**src/rtl/imem_loader.sv**
```systemverilog
// imem_loader: boot-loader that receives a framed byte stream from a host
// link, assembles little-endian 32-bit words and writes them into the
// instruction memory. The core is held in reset while a frame is being
// loaded or after a failed load.
//
// Frame: LEN_LO, LEN_HI, 4*LEN data bytes, XOR checksum of the data bytes.
//
// Host handshake: a byte moves on every rising clk edge where
// in_valid && in_ready are both high. in_valid may be raised or dropped at any
// time; in_ready depends only on the loader state and never on in_valid.
module imem_loader #(
    parameter int DEPTH   = 128,
    parameter int TIMEOUT = 1000000
) (
    input  logic        clk,
    input  logic        rst_n,
    input  logic        start,
    input  logic        in_valid,
    input  logic [7:0]  in_data,
    output logic        in_ready,
    output logic        imem_write,
    output logic [31:0] imem_addr,
    output logic [31:0] imem_data,
    output logic        cpu_rst_n,
    output logic        busy,
    output logic        done,
    output logic        error,
    output logic [2:0]  dbg_state
);

    typedef enum logic [2:0] {
        S_IDLE = 3'd0,
        S_LEN0 = 3'd1,
        S_LEN1 = 3'd2,
        S_DATA = 3'd3,
        S_CSUM = 3'd4,
        S_DONE = 3'd5,
        S_ERR  = 3'd6
    } state_e;

    // Idle-timer width: it only has to reach TIMEOUT-1.
    localparam int TW = (TIMEOUT > 2) ? $clog2(TIMEOUT) : 1;
    localparam logic [TW-1:0] TIMER_LAST = TW'(TIMEOUT - 1);
    localparam logic [15:0]   DEPTH_W    = 16'(DEPTH);

    state_e         state_q, state_d;
    logic [15:0]    len_q, len_d;
    logic [23:0]    word_q, word_d;          // first three bytes of the word in flight
    logic [1:0]     byte_idx_q, byte_idx_d;
    logic [15:0]    word_idx_q, word_idx_d;
    logic [7:0]     csum_q, csum_d;
    logic [TW-1:0]  timer_q, timer_d;
    logic           write_q, write_d;
    logic [31:0]    addr_q, addr_d;
    logic [31:0]    data_q, data_d;
    logic           in_ready_q, busy_q, done_q, error_q, cpu_rst_n_q;

    logic        xfer;
    logic        in_frame;
    logic [15:0] len_rx;

    // in_ready_q is a registered copy of "state is LEN0..CSUM", so it is the
    // handshake qualifier seen by both sides.
    assign xfer     = in_valid & in_ready_q;
    assign in_frame = (state_q == S_LEN0) || (state_q == S_LEN1) ||
                      (state_q == S_DATA) || (state_q == S_CSUM);
    assign len_rx   = {in_data, len_q[7:0]};

    // State register.
    always_ff @(posedge clk or negedge rst_n) begin
        if (!rst_n) begin
            state_q <= S_IDLE;
        end else begin
            state_q <= state_d;
        end
    end

    // Next-state, word assembly, checksum, idle timer and write strobe.
    always_comb begin
        state_d    = state_q;
        len_d      = len_q;
        word_d     = word_q;
        byte_idx_d = byte_idx_q;
        word_idx_d = word_idx_q;
        csum_d     = csum_q;
        timer_d    = timer_q;
        write_d    = 1'b0;
        addr_d     = addr_q;
        data_d     = data_q;

        if (in_frame) begin
            timer_d = xfer ? '0 : timer_q + 1'b1;
        end

        case (state_q)
            S_IDLE, S_ERR: begin
                if (start) begin
                    state_d    = S_LEN0;
                    byte_idx_d = 2'd0;
                    word_idx_d = 16'd0;
                    csum_d     = 8'd0;
                    timer_d    = '0;
                end
            end
            S_LEN0: begin
                if (xfer) begin
                    len_d[7:0] = in_data;
                    state_d    = S_LEN1;
                end
            end
            S_LEN1: begin
                if (xfer) begin
                    len_d[15:8] = in_data;
                    if (len_rx > DEPTH_W) begin
                        state_d = S_ERR;
                    end else if (len_rx == 16'd0) begin
                        state_d = S_CSUM;
                    end else begin
                        state_d = S_DATA;
                    end
                end
            end
            S_DATA: begin
                if (xfer) begin
                    csum_d     = csum_q ^ in_data;
                    byte_idx_d = byte_idx_q + 2'd1;
                    case (byte_idx_q)
                        2'd0: word_d[7:0]   = in_data;
                        2'd1: word_d[15:8]  = in_data;
                        2'd2: word_d[23:16] = in_data;
                        default: begin
                            // Word complete: write it next cycle while the
                            // link keeps streaming into the next word.
                            write_d    = 1'b1;
                            data_d     = {in_data, word_q};
                            addr_d     = 32'(word_idx_q);
                            word_idx_d = word_idx_q + 16'd1;
                            if (word_idx_q == len_q - 16'd1) begin
                                state_d = S_CSUM;
                            end
                        end
                    endcase
                end
            end
            S_CSUM: begin
                if (xfer) begin
                    state_d = (in_data == csum_q) ? S_DONE : S_ERR;
                end
            end
            S_DONE: begin
                state_d = S_IDLE;
            end
            default: begin
                state_d = S_IDLE;
            end
        endcase

        // Host went silent for too long; a byte arriving in the last cycle wins.
        if (in_frame && !xfer && (timer_q == TIMER_LAST)) begin
            state_d = S_ERR;
        end
    end

    // Datapath registers.
    always_ff @(posedge clk or negedge rst_n) begin
        if (!rst_n) begin
            len_q      <= 16'd0;
            word_q     <= 24'd0;
            byte_idx_q <= 2'd0;
            word_idx_q <= 16'd0;
            csum_q     <= 8'd0;
            timer_q    <= '0;
            write_q    <= 1'b0;
            addr_q     <= 32'd0;
            data_q     <= 32'd0;
        end else begin
            len_q      <= len_d;
            word_q     <= word_d;
            byte_idx_q <= byte_idx_d;
            word_idx_q <= word_idx_d;
            csum_q     <= csum_d;
            timer_q    <= timer_d;
            write_q    <= write_d;
            addr_q     <= addr_d;
            data_q     <= data_d;
        end
    end

    // Registered status outputs, decoded from the state being entered.
    always_ff @(posedge clk or negedge rst_n) begin
        if (!rst_n) begin
            in_ready_q  <= 1'b0;
            busy_q      <= 1'b0;
            done_q      <= 1'b0;
            error_q     <= 1'b0;
            cpu_rst_n_q <= 1'b0;
        end else begin
            in_ready_q  <= (state_d == S_LEN0) || (state_d == S_LEN1) ||
                           (state_d == S_DATA) || (state_d == S_CSUM);
            busy_q      <= (state_d == S_LEN0) || (state_d == S_LEN1) ||
                           (state_d == S_DATA) || (state_d == S_CSUM);
            done_q      <= (state_d == S_DONE);
            error_q     <= (state_d == S_ERR);
            cpu_rst_n_q <= (state_d == S_IDLE);
        end
    end

    assign in_ready   = in_ready_q;
    assign imem_write = write_q;
    assign imem_addr  = addr_q;
    assign imem_data  = data_q;
    assign cpu_rst_n  = cpu_rst_n_q;
    assign busy       = busy_q;
    assign done       = done_q;
    assign error      = error_q;
    assign dbg_state  = state_q;

endmodule

```
**config.mk**
```make
export PLATFORM = sky130hd
export DESIGN_NAME = imem_loader
export DESIGN_NICKNAME = d
export VERILOG_FILES = /design/src/rtl/imem_loader.sv
export SDC_FILE = /design/constraint.sdc
export NUM_CORES = 1
export LEC_CHECK = 0
export ABC_AREA = 1
export BUFFER_PORTS_ARGS = -buffer_cell sky130_fd_sc_hd__buf_2
export CORE_MARGIN = 2
export CORE_UTILIZATION = 58
export DETAILED_ROUTE_END_ITERATION = 8
export GPL_TIMING_DRIVEN = 0
export PLACE_DENSITY = 0.88
export SYNTH_ARGS = -nofsm -noshare
export SYNTH_HDL_FRONTEND = slang
export SYNTH_SLANG_ARGS = --single-unit
```
**constraint.sdc**
```tcl
create_clock -name clk -period 2.7 [get_ports clk]
set_clock_uncertainty 0.15 [all_clocks]
set_input_delay 0.27 -clock clk [delete_from_list [all_inputs] [get_ports clk]]
set_output_delay 0.27 -clock clk [all_outputs]
set_load 0.05 [all_outputs]
```
==> impl_metrics.env <==
export IMPL_max_cap_violations=0
export IMPL_post_synth_xor_area_fraction_pct=4.42
export IMPL_num_antenna_cells=0
export IMPL_cts_root_buf="clkbuf_16"
export IMPL_endpoint_of_the_worst_slack_reg_to_reg_timing_path="busy$_DFF_PN0_"
export IMPL_synth_top_cells_by_count="nand2_1, dfrtp_1, o21ai_0"
export IMPL_post_synth_cell_area_avg_um2=8.39
export IMPL_core_um2=11500
export IMPL_final_fill_count=850
export IMPL_global_route_usage_total_pct=27.8
export IMPL_max_clock_path_buffers=2
export IMPL_main_combinational_cell_family_by_area_after_synthesis="simple AND/OR/NAND/NOR gates"
export IMPL_synth_largest_area_cell="dfrtp_1"
export IMPL_worst_path_buf_inv=1
export IMPL_power_net_switching_mw=2.74
export IMPL_worstPathArrival_ns=2.66
export IMPL_p_leak_nw=4.18
export IMPL_grt_setup_unrepaired="no"
export IMPL_drive_gt1_share_pct=16.2
export IMPL_instances_no_fill=1086
export IMPL_min_from="in_data[7]"
export IMPL_initial_core_util_pct=60.2
export IMPL_finalWorstPathRequiredPeriod_ns=2.48
export IMPL_post_synth_mux_area_share_pct=0
export IMPL_worst_slew_pin_slew_ns=0.753
export IMPL_final_ant_viol_nets=0
export IMPL_setup_violations_final=0
export IMPL_power_share_sequential_pct=37.9
export IMPL_die_width_um=113
export IMPL_result_of_the_run="finished clean"
export IMPL_hold_viol_final=0
export IMPL_worst_path_max_fanout=5
export IMPL_synth_cell_area_um2=6930
export IMPL_clock_sinks=142
export IMPL_wire_length_of_the_first_global_routing_pass_um=27900
export IMPL_routed_via_count=6003
export IMPL_comb_power_share_pct=29.1
export IMPL_clock_tree_htree_level_count=4
export IMPL_first_global_vias=5735
export IMPL_floorplan_rows=39
export IMPL_hold_path_class="in2reg"
export IMPL_ys_seq_area_share_pct=51.3
export IMPL_cp_data_required_time_ns=2.88
export IMPL_layout_worst_path_cycle_share_pct=91.8
export IMPL_final_net_count=949
export IMPL_detailed_route_wl_um=16700
export IMPL_synth_area_leaders="dfrtp_1, nand2_1, o21ai_0, inv_1, nor2_1"
export IMPL_async_reset_ff_share_pct=100
export IMPL_synthesized_area_fraction_occupied_by_ao_oa_aoi_and_oai_cells_pct=9.72
export IMPL_power_per_cell_area_nw_per_um2=887
export IMPL_clk_insertion_delay_late_ns=0.44
export IMPL_synth_seq_cells=142
export IMPL_detail_route_first_pass_iterations=5
export IMPL_final_util_pct=70.8
export IMPL_yosys_area_top_type_share_pct=51.3
export IMPL_dieHeight_um=113
export IMPL_grt_total_ovfl=0
export IMPL_dpl_cells=1053
export IMPL_route_detailed_wl_per_inst_um=15.4
export IMPL_antenna_found_initial=0
export IMPL_switching_share_pct=37.9
export IMPL_depth_of_the_most_critical_reg_to_reg_path=13
export IMPL_netlist_instances=826
export IMPL_cpMaxStageDelayCell="dfrtp_1"
export IMPL_p_int_mw=4.49
export IMPL_fmax_mhz=403
export IMPL_clk_transition_reported_paths_ns=0.06
export IMPL_tritoncts="built"
export IMPL_yosysMostFrequentCell="nand2_1"
export IMPL_critical_path_cell_chain="inv_1 -> ha_1 -> nand2_1 -> nor2_2 -> nand2_1 -> nand2_1 -> nand3_1 -> nor3_1 -> nand3_1 -> nand2_1 -> nand4_1 -> nor2_2 -> nor2_1"
export IMPL_finalMaxSlewViolations=0
export IMPL_worst_path_most_repeated_cell="nand2_1"
export IMPL_synth_edf_count=0
export IMPL_cpPeakStageDelay_ns=0.40
export IMPL_setup_worst_path_class="reg2reg"
export IMPL_cp_start_kind="register"
export IMPL_reg2reg_setup_slack_ns=0.22
export IMPL_drc=0
export IMPL_dp_final_hpwl_um=11500
export IMPL_num_io_pins=85
export IMPL_maximum_number_of_pins_on_one_net_before_global_route_repair=83
export IMPL_buffer_ports_inserted=68
export IMPL_cpLargestDelayFamily="simple AND/OR/NAND/NOR gates"
export IMPL_synth_ff_type="dfrtp_1"
export IMPL_end_of_the_worst_hold_path="csum_q[7]$_DFFE_PN0P_"
export IMPL_areaGrowthSynthToFinish_pct=17.7
export IMPL_clock_power_share_pct=33.1
export IMPL_regToRegStartpoint="len_q[0]$_DFFE_PN0P_"
export IMPL_dieArea_um2=12800
export IMPL_route_detailed_vias_per_inst=5.53
export IMPL_yosys_area_share_simple_pct=25.7
export IMPL_detailedRoute_firstIterationViolations=582
export IMPL_cell_depth_of_the_worst_hold_path=3
export IMPL_worst_slew_margin_rel_pct=49.8
export IMPL_synth_lib_cells_used_distinct=44
export IMPL_gpl_final_weighted_congestion=0.899
export IMPL_setup_worst_path_end_class="register"
export IMPL_ir_drop_uv=720
export IMPL_cts_buffers_inserted=17
export IMPL_synthesis_yosys_warnings=0
export IMPL_yosys_area_share_adder_pct=1.26
-- layout make-up --
cell class / count / area (um^2) / share of cell area [%]
Sequential cell: 142 / 3550 / 43.6
Timing Repair Buffer: 70 / 384 / 4.71
Multi-Input combinational cell: 582 / 2920 / 35.8
Clock inverter: 15 / 175 / 2.15
Inverter: 77 / 289 / 3.55
Buffer: 40 / 231 / 2.84
Clock buffer: 17 / 425 / 5.22
Tap cell: 143 / 179 / 2.19
-- cell families after synthesis --
family                   count (synthesis)
other                                    1
AO/OA/AOI/OAI                          118
AND/OR/NAND/NOR                        406
XOR/XNOR                                35
adder cells (fa/ha/maj)                  7
buffers and inverters                  117
flip-flops                             142
-- power groups by stage --
stage / Clock [mW] / Sequential [mW] / Combinational, mW
2_1_floorplan: 0 / 2.83 / 1.46
4_1_cts: 2.40 / 2.73 / 2.07
3_5_place_dp: 0 / 2.76 / 2.05
3_3_place_gp: 0 / 2.75 / 1.98
5_1_grt: 2.49 / 2.77 / 2.36
6_report: 2.39 / 2.74 / 2.10
-- registers in the layout (all words and copies together) (netlist names), 2 cells and up --
register    count
len_q          16
timer_q        20
word_idx_q     16
imem_addr      16
word_q         24
byte_idx_q      2
dbg_state       3
imem_data      32
csum_q          8
-- worst max-delay path by stage --
| stage | end | depth (start not counted) | slack (ns) | from |
|---|---|---|---|---|
| 2_1_floorplan | word_idx_q[11]$_DFFE_PN0P_ | 13 | 0.39 | dbg_state[0]$_DFF_PN0_ |
| 3_3_place_gp | imem_addr[11]$_DFFE_PN0P_ | 1 | -0.71 | rst_n |
| 3_5_place_dp | timer_q[4]$_DFF_PN0_ | 9 | 0.12 | dbg_state[0]$_DFF_PN0_ |
| 4_1_cts | timer_q[15]$_DFF_PN0_ | 9 | 0.12 | dbg_state[0]$_DFF_PN0_ |
| 5_1_grt | busy$_DFF_PN0_ | 13 | 0.004 | len_q[0]$_DFFE_PN0P_ |
| 6_report | busy$_DFF_PN0_ | 13 | 0.22 | len_q[0]$_DFFE_PN0P_ |
-- what timing repair did --
item,CTS,global route
hold buffers,1,0
resized for setup,0,2
setup buffers,0,0
setup endpoints to repair,0,11
hold endpoints to repair,81,0
-- metal layers --
metal | GRT usage (%) | up-vias | share of wire (%)
li1 | - | 2851 | -
met1 | 38.1 | 2830 | 42
met2 | 43.4 | 286 | 47
met3 | 6.32 | 36 | 8.6
met4 | 11.6 | 0 | 2.2
met5 | 0 | - | 0
-- tightest hold or removal path: stages --
cell and delay (ns):
buf_2 0.11, xnor2_1 0.13, o21ai_0 0.08
-- cell usage in the layout, fill, tap and decap left out, types with 2 or more instances in the layout --
cell type	n
nand2_1	237
dfrtp_1	142
o21ai_0	78
inv_1	73
buf_2	72
nor2_1	65
nor3_1	30
nand3_1	30
xor2_1	21
buf_4	18
a21oi_1	18
clkbuf_16	17
conb_1	16
xnor2_1	14
clkbuf_1	14
nor4_1	10
nand4_1	7
ha_1	7
nor2_2	6
a22o_1	6
inv_6	5
nand2_2	4
nand3b_1	4
inv_2	3
nor3_2	3
a211oi_1	3
inv_8	3
o21ai_2	2
nor3b_1	2
a31oi_1	2
buf_6	2
nor2_4	2
o21bai_1	2
buf_1	2
nor3_4	2
clkinv_4	2
bufinv_16	2
clkinvlp_4	2
-- through the flow --
stage / total power, mW / worst slack (ns) / setup TNS (ns) / hold slack [ns] / area (um^2)
after global routing: 7.62 / 0.00434 / 0 / 0.0913 / 8150
after global placement: 4.72 / -0.710 / -99.45 / 0.299 / 7500
after CTS: 7.20 / 0.119 / 0 / 0.0485 / 8150
after floorplan: 4.29 / 0.389 / 0 / -0.176 / 6980
final: 7.23 / 0.221 / 0 / 0.0555 / 8150
after detailed placement: 4.81 / 0.122 / 0 / 0.225 / 7540
No activity file was read; power rests on OpenSTA's default activity.
